<file path="src/rtl/data_bus_arbiter_pkg.sv">
// data_bus_arbiter_pkg: shared FSM state type and sizing helpers for the data bus arbiter
package data_bus_arbiter_pkg;
  typedef enum logic {IDLE, BUSY} arb_state_e;
  function automatic int idx_w(input int n);
    return (n > 1) ? $clog2(n) : 1;
  endfunction
  function automatic int rd_lat(input bit sync_ram);
    return sync_ram ? 1 : 0;
  endfunction
endpackage

</file>
<file path="src/rtl/data_bus_arbiter_rr_priority_picker.sv">
// data_bus_arbiter_rr_priority_picker: first requester after ptr_i (wrapping) as one-hot and index
// req_i: request vector, ptr_i: scan starts at ptr_i+1, gnt_o: one-hot winner (0 if none), idx_o: winner index
module data_bus_arbiter_rr_priority_picker #(
  parameter int N  = 2,
  parameter int IW = 1
) (
  input  logic [N-1:0]  req_i,
  input  logic [IW-1:0] ptr_i,
  output logic [N-1:0]  gnt_o,
  output logic [IW-1:0] idx_o
);
  logic hit;
  always_comb begin
    logic [IW-1:0] j;
    j = '0;
    hit = 1'b0;
    idx_o = '0;
    for (int k = 1; k <= N; k++) begin
      j = IW'((int'(ptr_i) + k) % N);
      if (!hit && req_i[j]) begin
        hit = 1'b1;
        idx_o = j;
      end
    end
  end
  assign gnt_o = hit ? N'(1) << idx_o : '0;
endmodule

</file>
<file path="src/rtl/data_bus_arbiter.sv">
// data_bus_arbiter: round-robin arbiter sharing one data-side slave bus between several masters
// m_req/m_addr/m_wdata/m_wr_*: per-master request and transfer fields, packed master i at slice i
// m_gnt: one-hot owner, m_rd_valid/m_rd_data: routed read return
// s_addr/s_wdata/s_wr_*: owner's transfer to the slave, s_rd_data: slave read data
module data_bus_arbiter
  import data_bus_arbiter_pkg::*;
#(
  parameter int    NR_OF_MASTERS   = 2,
  parameter int    ADDR_BUS_WIDTH  = 16,
  parameter string SYNCHRONOUS_RAM = "TRUE",
  parameter int    MAX_BURST       = 4
) (
  input  logic                                     clk,
  input  logic                                     rst,
  input  logic [NR_OF_MASTERS-1:0]                 m_req,
  input  logic [NR_OF_MASTERS*ADDR_BUS_WIDTH-1:0]  m_addr,
  input  logic [NR_OF_MASTERS*32-1:0]              m_wdata,
  input  logic [NR_OF_MASTERS-1:0]                 m_wr_w,
  input  logic [NR_OF_MASTERS-1:0]                 m_wr_h,
  input  logic [NR_OF_MASTERS-1:0]                 m_wr_b,
  output logic [NR_OF_MASTERS-1:0]                 m_gnt,
  output logic [NR_OF_MASTERS-1:0]                 m_rd_valid,
  output logic [31:0]                              m_rd_data,
  output logic [ADDR_BUS_WIDTH-1:0]                s_addr,
  output logic [31:0]                              s_wdata,
  output logic                                     s_wr_w,
  output logic                                     s_wr_h,
  output logic                                     s_wr_b,
  input  logic [31:0]                              s_rd_data
);
  localparam int N   = NR_OF_MASTERS;
  localparam int AW  = ADDR_BUS_WIDTH;
  localparam int IW  = idx_w(N);
  localparam int BW  = idx_w(MAX_BURST);
  localparam int LAT = rd_lat(SYNCHRONOUS_RAM == "TRUE");
  localparam logic [BW-1:0] BMAX = BW'(MAX_BURST - 1);

  arb_state_e    state_q, state_d;
  logic [IW-1:0] owner_q, owner_d, rr_q, rr_d, rd_owner_q;
  logic [BW-1:0] burst_q, burst_d;
  logic          rd_q;
  logic [N-1:0]  owner_oh, pick_oh;
  logic [IW-1:0] pick_idx;
  logic          busy, own_req, others, is_rd;

  assign busy     = state_q == BUSY;
  assign owner_oh = N'(1) << owner_q;
  assign own_req  = busy & m_req[owner_q];
  assign others   = |(m_req & ~owner_oh);

  // In BUSY the scan starts after the current owner, so a rotation never re-picks it while others wait
  data_bus_arbiter_rr_priority_picker #(.N(N), .IW(IW)) u_pick (
    .req_i (m_req),
    .ptr_i (busy ? owner_q : rr_q),
    .gnt_o (pick_oh),
    .idx_o (pick_idx)
  );

  always_comb begin
    state_d = state_q;
    owner_d = owner_q;
    rr_d    = rr_q;
    burst_d = burst_q;
    if (!busy) begin
      if (|pick_oh) begin
        state_d = BUSY;
        owner_d = pick_idx;
        burst_d = '0;
      end
    end else if (~|m_req) begin
      state_d = IDLE;
      rr_d    = owner_q;
      burst_d = '0;
    end else if (m_req[owner_q] && (burst_q < BMAX || !others)) begin
      burst_d = (burst_q == BMAX) ? burst_q : burst_q + 1'b1;
    end else begin
      owner_d = pick_idx;
      rr_d    = owner_q;
      burst_d = '0;
    end
  end

  always_ff @(posedge clk or posedge rst) begin
    if (rst) begin
      state_q    <= IDLE;
      owner_q    <= '0;
      rr_q       <= IW'(N - 1);
      burst_q    <= '0;
      rd_q       <= 1'b0;
      rd_owner_q <= '0;
    end else begin
      state_q    <= state_d;
      owner_q    <= owner_d;
      rr_q       <= rr_d;
      burst_q    <= burst_d;
      rd_q       <= is_rd;
      rd_owner_q <= owner_q;
    end
  end

  assign s_addr  = busy ? m_addr[int'(owner_q)*AW +: AW] : '0;
  assign s_wdata = busy ? m_wdata[int'(owner_q)*32 +: 32] : '0;
  assign s_wr_w  = own_req & m_wr_w[owner_q];
  assign s_wr_h  = own_req & m_wr_h[owner_q];
  assign s_wr_b  = own_req & m_wr_b[owner_q];
  assign is_rd   = own_req & ~(s_wr_w | s_wr_h | s_wr_b);

  // Owner id travels with the read so the valid lands on the issuer even after ownership moves on
  assign m_gnt      = busy ? owner_oh : '0;
  assign m_rd_valid = (LAT != 0) ? (rd_q ? N'(1) << rd_owner_q : '0) : (is_rd ? owner_oh : '0);
  assign m_rd_data  = s_rd_data;
endmodule

</file>
<file path="config.mk">
export PLATFORM = sky130hd
export DESIGN_NAME = data_bus_arbiter
export DESIGN_NICKNAME = d
export VERILOG_FILES = /design/src/rtl/data_bus_arbiter_pkg.sv /design/src/rtl/data_bus_arbiter_rr_priority_picker.sv /design/src/rtl/data_bus_arbiter.sv
export SDC_FILE = /design/constraint.sdc
export NUM_CORES = 1
export LEC_CHECK = 0
export CAP_MARGIN = 20
export CORE_AREA = 2 2 87 89
export DETAILED_ROUTE_END_ITERATION = 12
export DIE_AREA = 0 0 89 91
export GPL_TIMING_DRIVEN = 0
export PLACE_DENSITY = 0.76
export SLEW_MARGIN = 25
export SYNTH_ARGS = -nofsm -noshare
export SYNTH_HDL_FRONTEND = slang
export SYNTH_SLANG_ARGS = --single-unit
</file>
<file path="constraint.sdc">
create_clock -name clk -period 2.4 [get_ports clk]
set_input_delay 0.24 -clock clk [delete_from_list [all_inputs] [get_ports clk]]
set_output_delay 0.24 -clock clk [all_outputs]
set_load 0.1 [all_outputs]
</file>
Yosys cells after proc, flatten, opt, wreduce, memory -nomap -nowiden
Index checks and enable logic that the tools add are counted.
{ "word_totals": {"register_bits": 7, "in_bits": 138} }
{ "classes": {"add_sub_neg": 3, "n_lt_le_gt_ge": 4, "n_eq_ne": 5, "n_shift": 5, "mux": 36, "bitwise": 10, "n_reduce_logical": 12} }
{ "op_table": {"columns": ["op", "count"], "rows": [
  ["64-bit by 7-bit indexed part select with 32-bit output", 1],
  ["32-bit two-way mux", 1],
  ["32-bit by 6-bit indexed part select with 16-bit output", 1],
  ["1-bit two-way mux", 26],
  ["16-bit two-way mux", 1],
  ["2-bit two-way mux", 8],
  ["1-bit by 2-bit < comparator with 1-bit output (second input constant)", 3],
  ["2-bit OR reduction", 3],
  ["1-bit by 1-bit << shifter with 2-bit output (first input constant)", 3],
  ["1-bit bitwise AND", 5],
  ["2-bit != test (second input constant)", 2],
  ["4-bit != test (second input constant)", 1],
  ["2-bit AND reduction", 2],
  ["3-bit AND reduction", 1],
  ["1-bit adder (second input constant)", 2],
  ["2-bit by 1-bit adder with 2-bit output (second input constant)", 1],
  ["2-bit bitwise AND", 1],
  ["2-bit equality test (second input constant)", 1],
  ["1-bit logical AND", 2],
  ["1-bit zero test", 2],
  ["2-bit < comparator (second input constant)", 1],
  ["2-bit by 1-bit != test with 1-bit output (second input constant)", 1],
  ["2-bit inverter", 1],
  ["1-bit bitwise OR", 2],
  ["other kinds (3)", 3]
]} }

Logic depth before layout (Yosys ltp)
Gate-level depths: netlist of the first run.
{ "logic_depth": {"depth_word": 13, "depth_mapped": 5, "mapped_depth_nobuf": 4} }

Modules after synthesis
Synthesis of the first run repeated with hierarchy kept, for this count alone.
{ "unflattened": {"cells_unflattened": 198, "hier_area_um2": 1477.7} }
{ "modules_own_cells": {"columns": ["module", "instances", "cells_per_inst", "area_per_inst_um2", "seq_area_each_um2"], "rows": [
  ["data_bus_arbiter", 1, 194, 1451.4, 176.4],
  ["data_bus_arbiter_rr_priority_picker", 1, 4, 26.3, 0.0]
]} }

Worst setup path after synthesis of the first run
Ideal clock, no wire load.
{ "synth_timing": {"kind": "reg2reg", "start": "reg owner_q", "end": "reg rr_q", "setup_ps": 77, "arrival_time_ps": 2380, "setup_slack_ps": -57, "path_stages_with_launch": 6, "path_cell_list": "dfrtp_1 -> buf_4 -> buf_6 -> nor2b_1 -> o22ai_1 -> a21o_1"} }
{ "synth_via": {"elab_chain_len": 9} }
{ "synth_rtl": {"columns": ["element", "line", "text"], "rows": [
  ["start, declared", "data_bus_arbiter.sv:39", "logic [IW-1:0] owner_q, owner_d, rr_q, rr_d, rd_owner_q;"],
  ["start signal, assigned", "data_bus_arbiter.sv:93", "owner_q <= owner_d;"],
  ["1-bit by 1-bit << shifter with 2-bit output", "data_bus_arbiter.sv:47", "assign owner_oh = N'(1) << owner_q;"],
  ["2-bit inverter", "data_bus_arbiter.sv:49", "assign others = |(m_req & ~owner_oh);"],
  ["2-bit bitwise AND", "data_bus_arbiter.sv:49", null],
  ["2-bit OR reduction", "data_bus_arbiter.sv:49", null],
  ["1-bit zero test", "data_bus_arbiter.sv:74", "end else if (m_req[owner_q] && (burst_q < BMAX || !others)) begin"],
  ["1-bit logical OR", "data_bus_arbiter.sv:74", null],
  ["1-bit logical AND", "data_bus_arbiter.sv:74", null],
  ["2-bit != test (no line)", null, null],
  ["2-bit AND reduction (no line)", null, null],
  ["end signal, assigned", "data_bus_arbiter.sv:87", "rr_q <= IW'(N - 1);"],
  ["end signal, assigned", "data_bus_arbiter.sv:94", "rr_q <= rr_d;"],
  ["end, declared", "data_bus_arbiter.sv:39", null]
]} }
Several ways; a longest one is shown, not always the timed one. The select of a mux whose other input is x is not followed.
A chain may end at the register's enable or synchronous reset.

Worst setup path in the final report of the first run
{ "layout_timing": {"start": "reg owner_q", "end": "out s_addr[4]"} }
{ "layout_via": {"elab_chain_len": 2} }
{ "layout_rtl": {"columns": ["element", "line", "text"], "rows": [
  ["32-bit by 6-bit indexed part select with 16-bit output", "data_bus_arbiter.sv:101", "assign s_addr = busy ? m_addr[int'(owner_q)*AW +: AW] : '0;"],
  ["16-bit two-way mux", "data_bus_arbiter.sv:101", null],
  ["end, declared", "data_bus_arbiter.sv:24", "output logic [ADDR_BUS_WIDTH-1:0] s_addr,"]
]} }
Every way passes these cells.

==> results of run 1 <==
-- sequential cells by signal (all words and copies together), names as in the netlist --
name,flops
rd_owner_q,1
burst_q,2
owner_q,1
busy,1
rd_q,1
rr_q,1
-- timing repair --
action,CTS,global route
hold buffers,0,0
endpoints found under the setup margin,53,7
gates resized for setup,133,11
-- kinds of logic after synthesis --
logic type,Yosys count,share of synthesized area [%]
simple gates,70,27.2
mux,53,33.4
buf+inv,51,22.1
compound gates,12,4.95
flops,7,11.1
xor+xnor,1,0.550
fa+ha+maj,1,0.785
-- stage by stage --
step | hold WS [ns] | utilization, % | worst slack, ns
final | 0.249 | 52.8 | 0.115
after global routing | 0.288 | 52.8 | 0.000739
after CTS | 0.256 | 53.0 | 0.0333
after detailed placement | 0.363 | 51.9 | -0.238
after global placement | 0.362 | 51.9 | -0.250
after floorplan | 0.0427 | - | 0.0114
-- where the power goes --
part           internal [W]  switching, W
Clock              0.000115     0.0000536
Combinational      0.000551       0.00130
Sequential         0.000138     0.0000120
-- cell usage in the layout, fill, tap and decap left out, drive strengths merged, types with 4 or more instances in the layout --
cell,netlist,layout
a21oi,4,4
buf,43,43
clkbuf,5,13
clkdlybuf4s15,0,41
clkdlybuf4s50,0,138
dfrtp,6,6
dlygate4sd2,0,7
mux2i,52,52
nor2,5,5
nor2b,51,51
-- cells in the mapped netlist (all sizes together) --
| cell type | instances | area [um2] |
|---|---|---|
| nor4b | 1 | 8.76 |
| nor3 | 1 | 5.00 |
| xor2 | 1 | 8.76 |
| nand3 | 2 | 10.0 |
| mux2 | 1 | 11.3 |
| o211a | 1 | 10.0 |
| nor4bb | 1 | 10.0 |
| mux2i | 52 | 521 |
| inv | 3 | 11.3 |
| a311oi | 1 | 8.76 |
| or2 | 1 | 8.76 |
| dfrtp | 6 | 150 |
| ha | 1 | 12.5 |
| o21ai | 2 | 10.0 |
| dfstp | 1 | 26.3 |
| o32ai | 1 | 8.76 |
| a22oi | 1 | 7.51 |
| a21o | 1 | 7.51 |
| a21oi | 4 | 20.0 |
| nand2b | 1 | 6.26 |
| nor2 | 5 | 18.8 |
| nand2 | 1 | 6.26 |
| and2 | 2 | 12.5 |
| nor3b | 2 | 15.0 |
| buf | 43 | 322 |
| nor2b | 51 | 319 |
| nor4 | 1 | 6.26 |
| o22ai | 1 | 6.26 |
| clkbuf | 5 | 18.8 |
| and3 | 1 | 6.26 |
-- area by class of cell --
class                   instances  area share (%)
flip-flops and latches          7            4.68
repair buffers                191            51.2
well taps                      99            3.28
multi-input cells             137            30.3
plain buffers                  48            9.02
clock buffers                   4            1.19
inverters                       3           0.299
-- routing by layer --
metal	part of all wire (%)	up-vias	global-route usage (%)
met2	54	124	27.5
met3	9.1	11	2.45
li1	-	1010	-
met5	0	-	0
met4	1.7	0	4.48
met1	35	907	15.4
-- worst reg2reg max path, cell delays in order (launching register included) --
cell	delay [ns]
dfrtp_1	0.41
ha_1	0.21
buf_2	0.16
o211a_1	0.12
a311oi_1	0.24
o32ai_1	0.12
-- worst min path at each step --
stage	start	to	depth (start not counted)	slack, ns
floorplan	rst	burst_q[0]$_DFFE_PP0P_	1	0.04
global placement	owner_q$_DFFE_PP0P_	rd_owner_q$_DFF_PP0_	0	0.36
global route	rst	rd_owner_q$_DFF_PP0_	2	0.29
finish	rst	owner_q$_DFFE_PP0P_	2	0.25
CTS	rst	owner_q$_DFFE_PP0P_	2	0.26
detailed placement	owner_q$_DFFE_PP0P_	rd_owner_q$_DFF_PP0_	0	0.36
==> out/summary.txt, run 1 <==
status: completed
CTS buffer count: 3
ANT nets after route: 0
final wirelength: 6250 um
Sinks on Clock Net: 7
Critical Path Source: owner_q$_DFFE_PP0P_
CP peak stage delay: 0.83 ns
Chip Height: 91 um
Peak VDD IR: 0.000289 V
Post-Syn Nets: 334
Levels on crit path: 5
number of DRC markers in iteration 0: 16
r2r endpoint: burst_q[1]$_DFFE_PP0P_
Max H-tree Level: 1
synthesis-to-finish area growth: 137%
Routed wire per std cell: 12.8 um
Critical Path Sink Type: output port
Pins Over Slew Limit: 0
input/output buffers: 191
CTS tree: done
I/O pin total: 225
DR vias: 2052
DP Area: 0.00371 mm2
# Post-CTS Setup Buffers: 0
Slew headroom: 34.9%
vias in the first global route: 2070
Arrival @ worst endpoint: 2.05 ns
Remaining DRCs: 0
Storage cell area: 176 um2
all-layer global routing usage: 14.3%
Setup-failing EPs final: 0
Non-Filler Instances: 489
std cell rows: 31
startpoint types: flip-flop
reg2reg setup slack: 1.01 ns
critical path's slowest cell: clkdlybuf4s15_1
Fin. Hold Viols: 0
Synth Area per Inst: 8.17 um2
clk buf depth: 2
Nets: 530
CORE AREA: 0.00714 mm2
# diodes: 0
initial core utilization: 22.3%
die area: 0.00810 mm2
via/cell ratio: 4.20
cells on worst reg2reg path: 5
largest net degree at the start of global routing: 11
Period Utilization, post-route: 95.2%
Filler cells: 713
Worst setup endpoint: s_addr[4]
pwr dens: 576 mW/mm2
# placed instances: 485
Die W: 89 um
CTS Root Cell: clkbuf_8
detailed placement HPWL: 5390 um
LEAKAGE: 1.64 nW
RSZ-0062 raised after global routing: no
Least-Margin Pin Slew: 0.973 ns
Yosys reg bits: 7
Top cell by count, worst path: buf_4
Max Clk Rate: 438 MHz
CP delay by family, top: buffers and inverters
initial antenna violation count: 0
fin crit period: 2.29 ns
Pwr Total: 0.00217 W
Fin Setup TNS: 0 ns
Multi-input gate area: 0.00114 mm2
CP required: 2.16 ns
FF-to-FF Start: burst_q[0]$_DFFE_PP0P_
Detailed Routing Iterations Pass 1: 4
Cell Area, Synth: 0.00159 mm2
CTS clk-pin slew, worst paths: 0.04 ns
Post-Synthesis Cells: 195
Clock Latency Late Sink: 0.23 ns
crit-path cells: buf_4 -> buf_4 -> mux2i_1 -> nor2b_1 -> clkdlybuf4s15_1
gr ovfl total: 0
first-pass GRT wire length: 9380 um
crit path kind: reg2out
post-route cell area: 0.00377 mm2
crit-path max FO: 10
critical path buffer and inverter count: 3
Seq/Total Area, Yosys: 11.1%
count of different cell masters after synthesis: 32
share of layout cells above drive strength 1: 31.8%
class of the most critical hold timing path: in2async
gpl congestion: 0.743
synth warn: 0
number of max-cap violations: 0
Worst Skew: 0.00222 ns
Note: power is estimated with default switching activity, not from simulation.
==> run 2, diff against run 1 <==
Settings changed: GPL_TIMING_DRIVEN 0 to unset.
==> run 2 against run 1 <==
  * Highest routed layer unchanged
  * Clock skew rose by 0.0060 ns
  * Die area did not move
  * Sequential share of layout area grew 0.24 points
  * Maximum frequency grew 11%
  * Non-clock buffer count fell by 76
  * First-iteration DRC count increased to 3.4 times the previous value
  * Worst setup slack improved by 0.22 ns
  * Worst hold slack worse by 0.0070 ns
  * Cell count down 16%
  * Combinational power hardly changed
  * Via count fell by 12%
  * Sequential power up 25%
==> out/summary.txt, run 2 (synthesis results as in run 1) <==
Peak VDD IR: 0.000223 V (was 0.000289 V)
initial core utilization: 22.3% (unchanged)
Pins Over Slew Limit: 0 (unchanged)
CTS Root Cell: clkbuf_8 (unchanged)
Pwr Total: 0.00220 W (was 0.00217 W)
crit-path max FO: 35 (was 10)
gr ovfl total: 0 (unchanged)
post-CTS sizing: 0 (was 133)
all-layer global routing usage: 12.9% (was 14.3%)
number of DRC markers in iteration 0: 55 (was 16)
most flop-heavy register: burst_q (unchanged)
Largest register FFs: 2 (unchanged)
Sw Ratio: 54.8% (was 63.0%)
detailed placement HPWL: 4910 um (was 5390 um)
Remaining DRCs: 0 (unchanged)
Sinks on Clock Net: 7 (unchanged)
Worst Skew: 0.00818 ns (was 0.00222 ns)
Int Power: 0.000993 W (was 0.000804 W)
share of layout cells above drive strength 1: 30.9% (was 31.8%)
Period Utilization, post-route: 86.0% (was 95.2%)
status: completed (unchanged)
startpoint types: flip-flop (unchanged)
gpl congestion: 0.724 (was 0.743)
Least-Margin Pin Slew: 0.512 ns (was 0.973 ns)
most frequent cells in the layout: clkdlybuf4s50_1 (105), buf_12 (54), mux2i_1 (52), nor2b_2 (31), nor2b_1 (20) (was clkdlybuf4s50_1 (138), mux2i_1 (52), clkdlybuf4s15_2 (39), buf_4 (35), nor2b_2 (31))
clk buf depth: 2 (unchanged)
Critical Path Sink Type: output port (unchanged)
fin crit period: 2.06 ns (was 2.29 ns)
Clock Power Share: 7.6% (was 7.8%)
largest net degree at the start of global routing: 36 (was 11)
CTS tree: done (unchanged)
worst hold slack: 0.242 ns (was 0.249 ns)
# Post-CTS Setup Buffers: 0 (unchanged)
pwr dens: 599 mW/mm2 (was 576 mW/mm2)
die area: 0.00810 mm2 (unchanged)
commonest non-fill, non-tap cell in the layout: clkdlybuf4s50_1 (unchanged)
Die W: 89 um (unchanged)
first-pass GRT wire length: 8450 um (was 9380 um)
std cell rows: 31 (unchanged)
Fin Setup TNS: 0 ns (unchanged)
synthesis-to-finish area growth: 130% (was 137%)
Fin. Hold Viols: 0 (unchanged)
vias in the first global route: 1755 (was 2070)
CP required: 2.16 ns (about the same)
register share of total power: 8.5% (was 6.9%)
CTS clk-pin slew, worst paths: 0.05 ns (was 0.04 ns)
Setup-failing EPs final: 0 (unchanged)
Nets: 454 (was 530)
Max Clk Rate: 484 MHz (was 438 MHz)
crit path kind: reg2out (unchanged)
RSZ-0062 raised after global routing: no (unchanged)
class of the most critical hold timing path: in2async (unchanged)
final wirelength: 5730 um (was 6250 um)
input/output buffers: 160 (was 191)
Chip Height: 91 um (unchanged)
DR vias: 1810 (was 2052)
Comb pwr share: 83.9% (was 85.3%)
CTS buffer count: 3 (unchanged)
LEAKAGE: 1.56 nW (was 1.64 nW)
Sw Pwr: 0.00120 W (was 0.00137 W)
Arrival @ worst endpoint: 1.82 ns (was 2.05 ns)
ANT nets after route: 0 (unchanged)
cts hold-fix bufs: 0 (unchanged)
Routed wire per std cell: 13.9 um (was 12.8 um)
I/O pin total: 225 (unchanged)
initial antenna violation count: 0 (unchanged)
number of max-cap violations: 0 (unchanged)
Detailed Routing Iterations Pass 1: 2 (was 4)
Clock Latency Late Sink: 0.23 ns (about the same)
CORE AREA: 0.00714 mm2 (unchanged)
Slew headroom: 65.8% (was 34.9%)
# diodes: 0 (unchanged)
via/cell ratio: 4.38 (was 4.20)
Max H-tree Level: 1 (unchanged)
## run 2: changes by cell type in the layout (fill, tap and decap cells not counted), sizes merged
cell / delta
dlygate4sd2: -7
clkinv: +1
clkdlybuf4s15: -41
clkdlybuf4s50: -33
buf: +15
clkdlybuf4s18: -1
clkbuf: -10
## run 2: cell type report
class / count / area [um2]
Clock buffer: 3 / 41.3
Multi-Input combinational cell: 137 / 1140
Inverter: 3 / 11.3
Sequential cell: 7 / 180
Clock inverter: 1 / 5.00
Tap cell: 99 / 124
Timing Repair Buffer: 163 / 2160
Fill cell: 662 / 3470
## run 2: worst max-delay path, stage by stage, from the launching register on
cell     delay [ns]
dfrtp_4        0.74
buf_12         0.29
mux2i_1        0.12
nor2_1         0.20
buf_12         0.21
## run 2: path summary, 6_finish.rpt
path | from | endpoint | slack [ns] | cells past startpoint
setup / recovery | owner_q$_DFFE_PP0P_ | s_wr_b | 0.34 | 4
hold / removal | rst | burst_q[0]$_DFFE_PP0P_ | 0.24 | 2
setup reg to reg | owner_q$_DFFE_PP0P_ | burst_q[0]$_DFFE_PP0P_ | 0.80 | 4
hold reg to reg | burst_q[1]$_DFFE_PP0P_ | burst_q[1]$_DFFE_PP0P_ | 0.59 | 2
max in group asynchronous | rst | rr_q$_DFFE_PP1P_ | 1.89 | 2
min in group clk | s_rd_data[18] | m_rd_data[18] | 0.48 | 0
## run 2: per-layer routing
| layer | up-vias | wire length (um) | global-route usage [%] |
|---|---|---|---|
| li1 | 865 | - | - |
| met1 | 818 | 1830 | 12.3 |
| met2 | 99 | 3190 | 25.1 |
| met3 | 28 | 526 | 3.18 |
| met4 | 0 | 176 | 5.72 |
| met5 | - | 0 | 0 |
## run 2: through the flow
step | util, % | cells | worst slack (ns) | area [um2]
2_1_floorplan | - | 195 | 0.0114 | 1670
3_3_place_gp | 50.7 | 409 | 0.573 | 3620
3_5_place_dp | 50.7 | 409 | 0.513 | 3620
4_1_cts | 51.4 | 413 | 0.308 | 3670
5_1_grt | 51.4 | 413 | 0.209 | 3670
6_report | 51.4 | 413 | 0.335 | 3670
## run 2: power by group through the flow
stage                     combinational (W)  clock (W)  sequential, W
after global routing                0.00190   0.000175       0.000192
final                               0.00184   0.000167       0.000187
after detailed placement            0.00186          0       0.000189
after CTS                           0.00186   0.000169       0.000188
after global placement              0.00184          0       0.000188
after floorplan                     0.00143          0       0.000147
==> run 3, diff against run 2 <==
Settings changed: CORE_AREA 2 2 87 89 to 2 2 88 90, DIE_AREA 0 0 89 91 to 0 0 90 92, PLACE_DENSITY 0.76 to 0.73, SYNTH_HIERARCHICAL set to 1.
==> run 3 against run 2 <==
  * Synthesized cell count increased by 1.5%
  * Clock skew shrank 0.0060 ns
  * Count of clock-buffer cells in the layout grew 1
  * Sequential power is 33% higher
  * Worst setup slack improved by 0.10 ns
  * Largest power group unchanged
  * Highest routed layer unchanged
==> out/summary.txt, run 3 <==
Worst Skew: 0.00216 ns (was 0.00818 ns)
CTS tree: done (unchanged)
# placed instances: 418 (was 409)
fin crit period: 1.96 ns (was 2.06 ns)
Max H-tree Level: 1 (unchanged)
ANT nets after route: 0 (unchanged)
I/O pin total: 225 (unchanged)
largest net degree at the start of global routing: 52 (was 36)
crit-path cells: buf_12 -> mux2i_1 -> nor2_2 -> buf_12 (was buf_12 -> mux2i_1 -> nor2_1 -> buf_12)
Top cell by count, worst path: buf_12 (unchanged)
Least-Margin Pin Slew: 0.398 ns (was 0.512 ns)
CP required: 2.16 ns (about the same)
Peak VDD IR: 0.000776 V (was 0.000223 V)
Post-Syn Nets: 337 (was 334)
CTS Root Cell: clkbuf_8 (unchanged)
Die W: 90 um (was 89 um)
Post-Synthesis Cells: 198 (was 195)
number of DRC markers in iteration 0: 24 (was 55)
initial core utilization: 19.8% (was 22.3%)
Max Clk Rate: 509 MHz (was 484 MHz)
gr ovfl total: 0 (unchanged)
initial antenna violation count: 0 (unchanged)
WL met2: 2870 um (was 3190 um)
count of different cell masters after synthesis: 32 (unchanged)
# Post-CTS Setup Buffers: 0 (unchanged)
Detailed Routing Iterations Pass 1: 4 (was 2)
Period Utilization, post-route: 81.8% (was 86.0%)
Seq/Total Area, Yosys: 11.9% (was 11.1%)
Critical Path Sink Type: output port (unchanged)
synth warn: 6 (was 0)
Fin. Hold Viols: 0 (unchanged)
CP peak stage delay: 0.55 ns (was 0.74 ns)
gpl congestion: 0.790 (was 0.724)
# diodes: 0 (unchanged)
cell taking the most area after synthesis: mux2i_1 (unchanged)
RSZ-0062 raised after global routing: no (unchanged)
Yosys reg bits: 7 (unchanged)
number of max-cap violations: 0 (unchanged)
top-count cell post-synth: nor2_1 (was mux2i_1)
detailed placement HPWL: 4700 um (was 4910 um)
Clock Power Share: 3.3% (was 7.6%)
vias in the first global route: 1843 (was 1755)
Largest register FFs: 2 (unchanged)
Chip Height: 92 um (was 91 um)
most frequent cells in the layout: clkdlybuf4s50_1 (105), buf_12 (55), mux2i_1 (51), nor2_2 (37), nor2_1 (17) (was clkdlybuf4s50_1 (105), buf_12 (54), mux2i_1 (52), nor2b_2 (31), nor2b_1 (20))
Setup-failing EPs final: 0 (unchanged)
top sig layer: met4 (unchanged)
status: completed (unchanged)
std cell rows: 32 (was 31)
critical path's slowest cell: dfrtp_4 (unchanged)
DP Area: 0.00355 mm2 (was 0.00362 mm2)
Pins Over Slew Limit: 0 (unchanged)
final wirelength: 5560 um (was 5730 um)
Arrival @ worst endpoint: 1.72 ns (was 1.82 ns)
CTS clk-pin slew, worst paths: 0.04 ns (was 0.05 ns)
Comb pwr share: 91.8% (was 83.9%)
synth top area cells: mux2i_1 (35%), buf_4 (19%), nor2_1 (14%) (was mux2i_1 (33%), nor2b_1 (20%), buf_4 (16%))
Storage cell area: 180 um2 (unchanged)
Filler cells: 720 (was 662)
crit-path max FO: 48 (was 35)
startpoint types: flip-flop (unchanged)
Slew headroom: 73.2% (was 65.8%)
CTS buffer count: 3 (unchanged)
class of the most critical hold timing path: in2async (unchanged)
synthesis-to-finish area growth: 144% (was 130%)
Clock Latency Late Sink: 0.23 ns (about the same)
via/cell ratio: 4.19 (was 4.38)
DR vias: 1767 (was 1810)
Routed wire per std cell: 13.2 um (was 13.9 um)
ys async rst share: 100% (unchanged)
Synth top cells by count: nor2_1 (54), mux2i_1 (51), buf_4 (37) (was mux2i_1 (52), nor2b_1 (51), buf_4 (35), dfrtp_1 (6))
all-layer global routing usage: 12.9% (about the same)
Cell Area, Synth: 0.00148 mm2 (was 0.00159 mm2)
met1 WL: 2060 um (was 1830 um)
CORE AREA: 0.00745 mm2 (was 0.00714 mm2)
pwr dens: 1380 mW/mm2 (was 599 mW/mm2)
share of layout cells above drive strength 1: 34.1% (was 30.9%)
top-area cell type share of the netlist area: 34.5% (was 32.7%)
Int Power: 0.00194 W (was 0.000993 W)
LEAKAGE: 1.51 nW (was 1.56 nW)
input/output buffers: 160 (unchanged)
die area: 0.00828 mm2 (was 0.00810 mm2)
cts hold-fix bufs: 0 (unchanged)
DR WL met3: 488 um (was 526 um)
number of synthesized flops with an enable pin: 0 (unchanged)
ys flop type: dfrtp_1 (unchanged)
commonest non-fill, non-tap cell in the layout: clkdlybuf4s50_1 (unchanged)
Sinks on Clock Net: 7 (unchanged)
Nets: 460 (was 454)
most flop-heavy register: burst_q (unchanged)
clk buf depth: 2 (unchanged)
first-pass GRT wire length: 8860 um (was 8450 um)
post-CTS sizing: 0 (unchanged)
Sw Ratio: 61.1% (was 54.8%)
Non-Filler Instances: 422 (was 413)
crit path kind: reg2out (unchanged)
Multi-input gate area: 0.00105 mm2 (was 0.00114 mm2)
Remaining DRCs: 0 (unchanged)
register share of total power: 5.0% (was 8.5%)
Sw Pwr: 0.00304 W (was 0.00120 W)
Synth Area per Inst: 7.46 um2 (was 8.17 um2)
post-route cell area: 0.00360 mm2 (was 0.00367 mm2)
[run 3: changes by cell type in the layout (fill, tap and decap cells not counted), sizes merged, moves of 2 or more]
cell,before,now
o21ai,2,9
nor2b,51,2
nand3,2,0
nor2,5,54
nor3b,2,0
a21boi,0,3
nand2,1,5
inv,3,7
[run 3: power by group through the flow]
| stage | Sequential [W] | Combinational [W] | Clock, W |
|---|---|---|---|
| 4_1_cts | 0.000249 | 0.00461 | 0.000168 |
| 6_report | 0.000248 | 0.00457 | 0.000162 |
| 5_1_grt | 0.000259 | 0.00472 | 0.000173 |
| 3_5_place_dp | 0.000251 | 0.00460 | 0 |
| 3_3_place_gp | 0.000246 | 0.00457 | 0 |
| 2_1_floorplan | 0.000194 | 0.00329 | 0 |
[run 3: metrics by stage]
step	hold slack [ns]	total power, W	setup slack, ns	setup TNS [ns]	util [%]
2_1_floorplan	0.0427	0.00349	-0.00259	-0.00259	-
6_report	0.241	0.00498	0.437	0	48.3
3_3_place_gp	0.469	0.00481	0.480	0	47.7
3_5_place_dp	0.479	0.00485	0.454	0	47.7
5_1_grt	0.283	0.00515	0.346	0	48.3
4_1_cts	0.247	0.00503	0.431	0	48.3
[run 3: metal layers]
| layer | GRT usage (%) | up-vias |
|---|---|---|
| met4 | 4.62 | 0 |
| met3 | 3.86 | 23 |
| met5 | 0 | - |
| li1 | - | 870 |
| met1 | 14.3 | 783 |
| met2 | 23.5 | 91 |
[run 3: final timing paths]
kind / from / to / slack (ns) / depth (start not counted)
min in group clk: s_rd_data[10] / m_rd_data[10] / 0.48 / 0
hold / removal: rst / owner_q$_DFFE_PP0P_ / 0.24 / 2
max in group asynchronous: rst / rr_q$_DFFE_PP1P_ / 1.90 / 2
hold reg to reg: burst_q[0]$_DFFE_PP0P_ / burst_q[0]$_DFFE_PP0P_ / 0.49 / 1
setup / recovery: owner_q$_DFFE_PP0P_ / s_wdata[18] / 0.44 / 4
setup reg to reg: rr_q$_DFFE_PP1P_ / owner_q$_DFFE_PP0P_ / 0.46 / 7
[run 3: critical path, delay by kind of cell (launching register included)]
family,cells,cell delay (ns)
DFF,1,0.55
and+or+nand+nor,1,0.08
muxes,1,0.31
buffers and inverters,2,0.49
[run 3: kinds of logic (layout without fill, tap and decap cells)]
kind of cell,count (synthesis),count (layout),share of synthesized area (%)
AND/OR/NAND/NOR,69,69,20.3
multiplexers,52,52,35.3
buffers and inverters,51,173,23.1
AO/OA/AOI/OAI,18,18,8.47
flip-flops,7,7,11.9
adder cells (fa/ha/maj),1,1,0.847
[run 3: area by class of cell]
type | count | share of cell area [%]
repair buffers | 162 | 60.2
multi-input cells | 140 | 29.2
flip-flops and latches | 7 | 5.01
well taps | 102 | 3.55
clock buffers | 4 | 1.25
inverters | 7 | 0.730
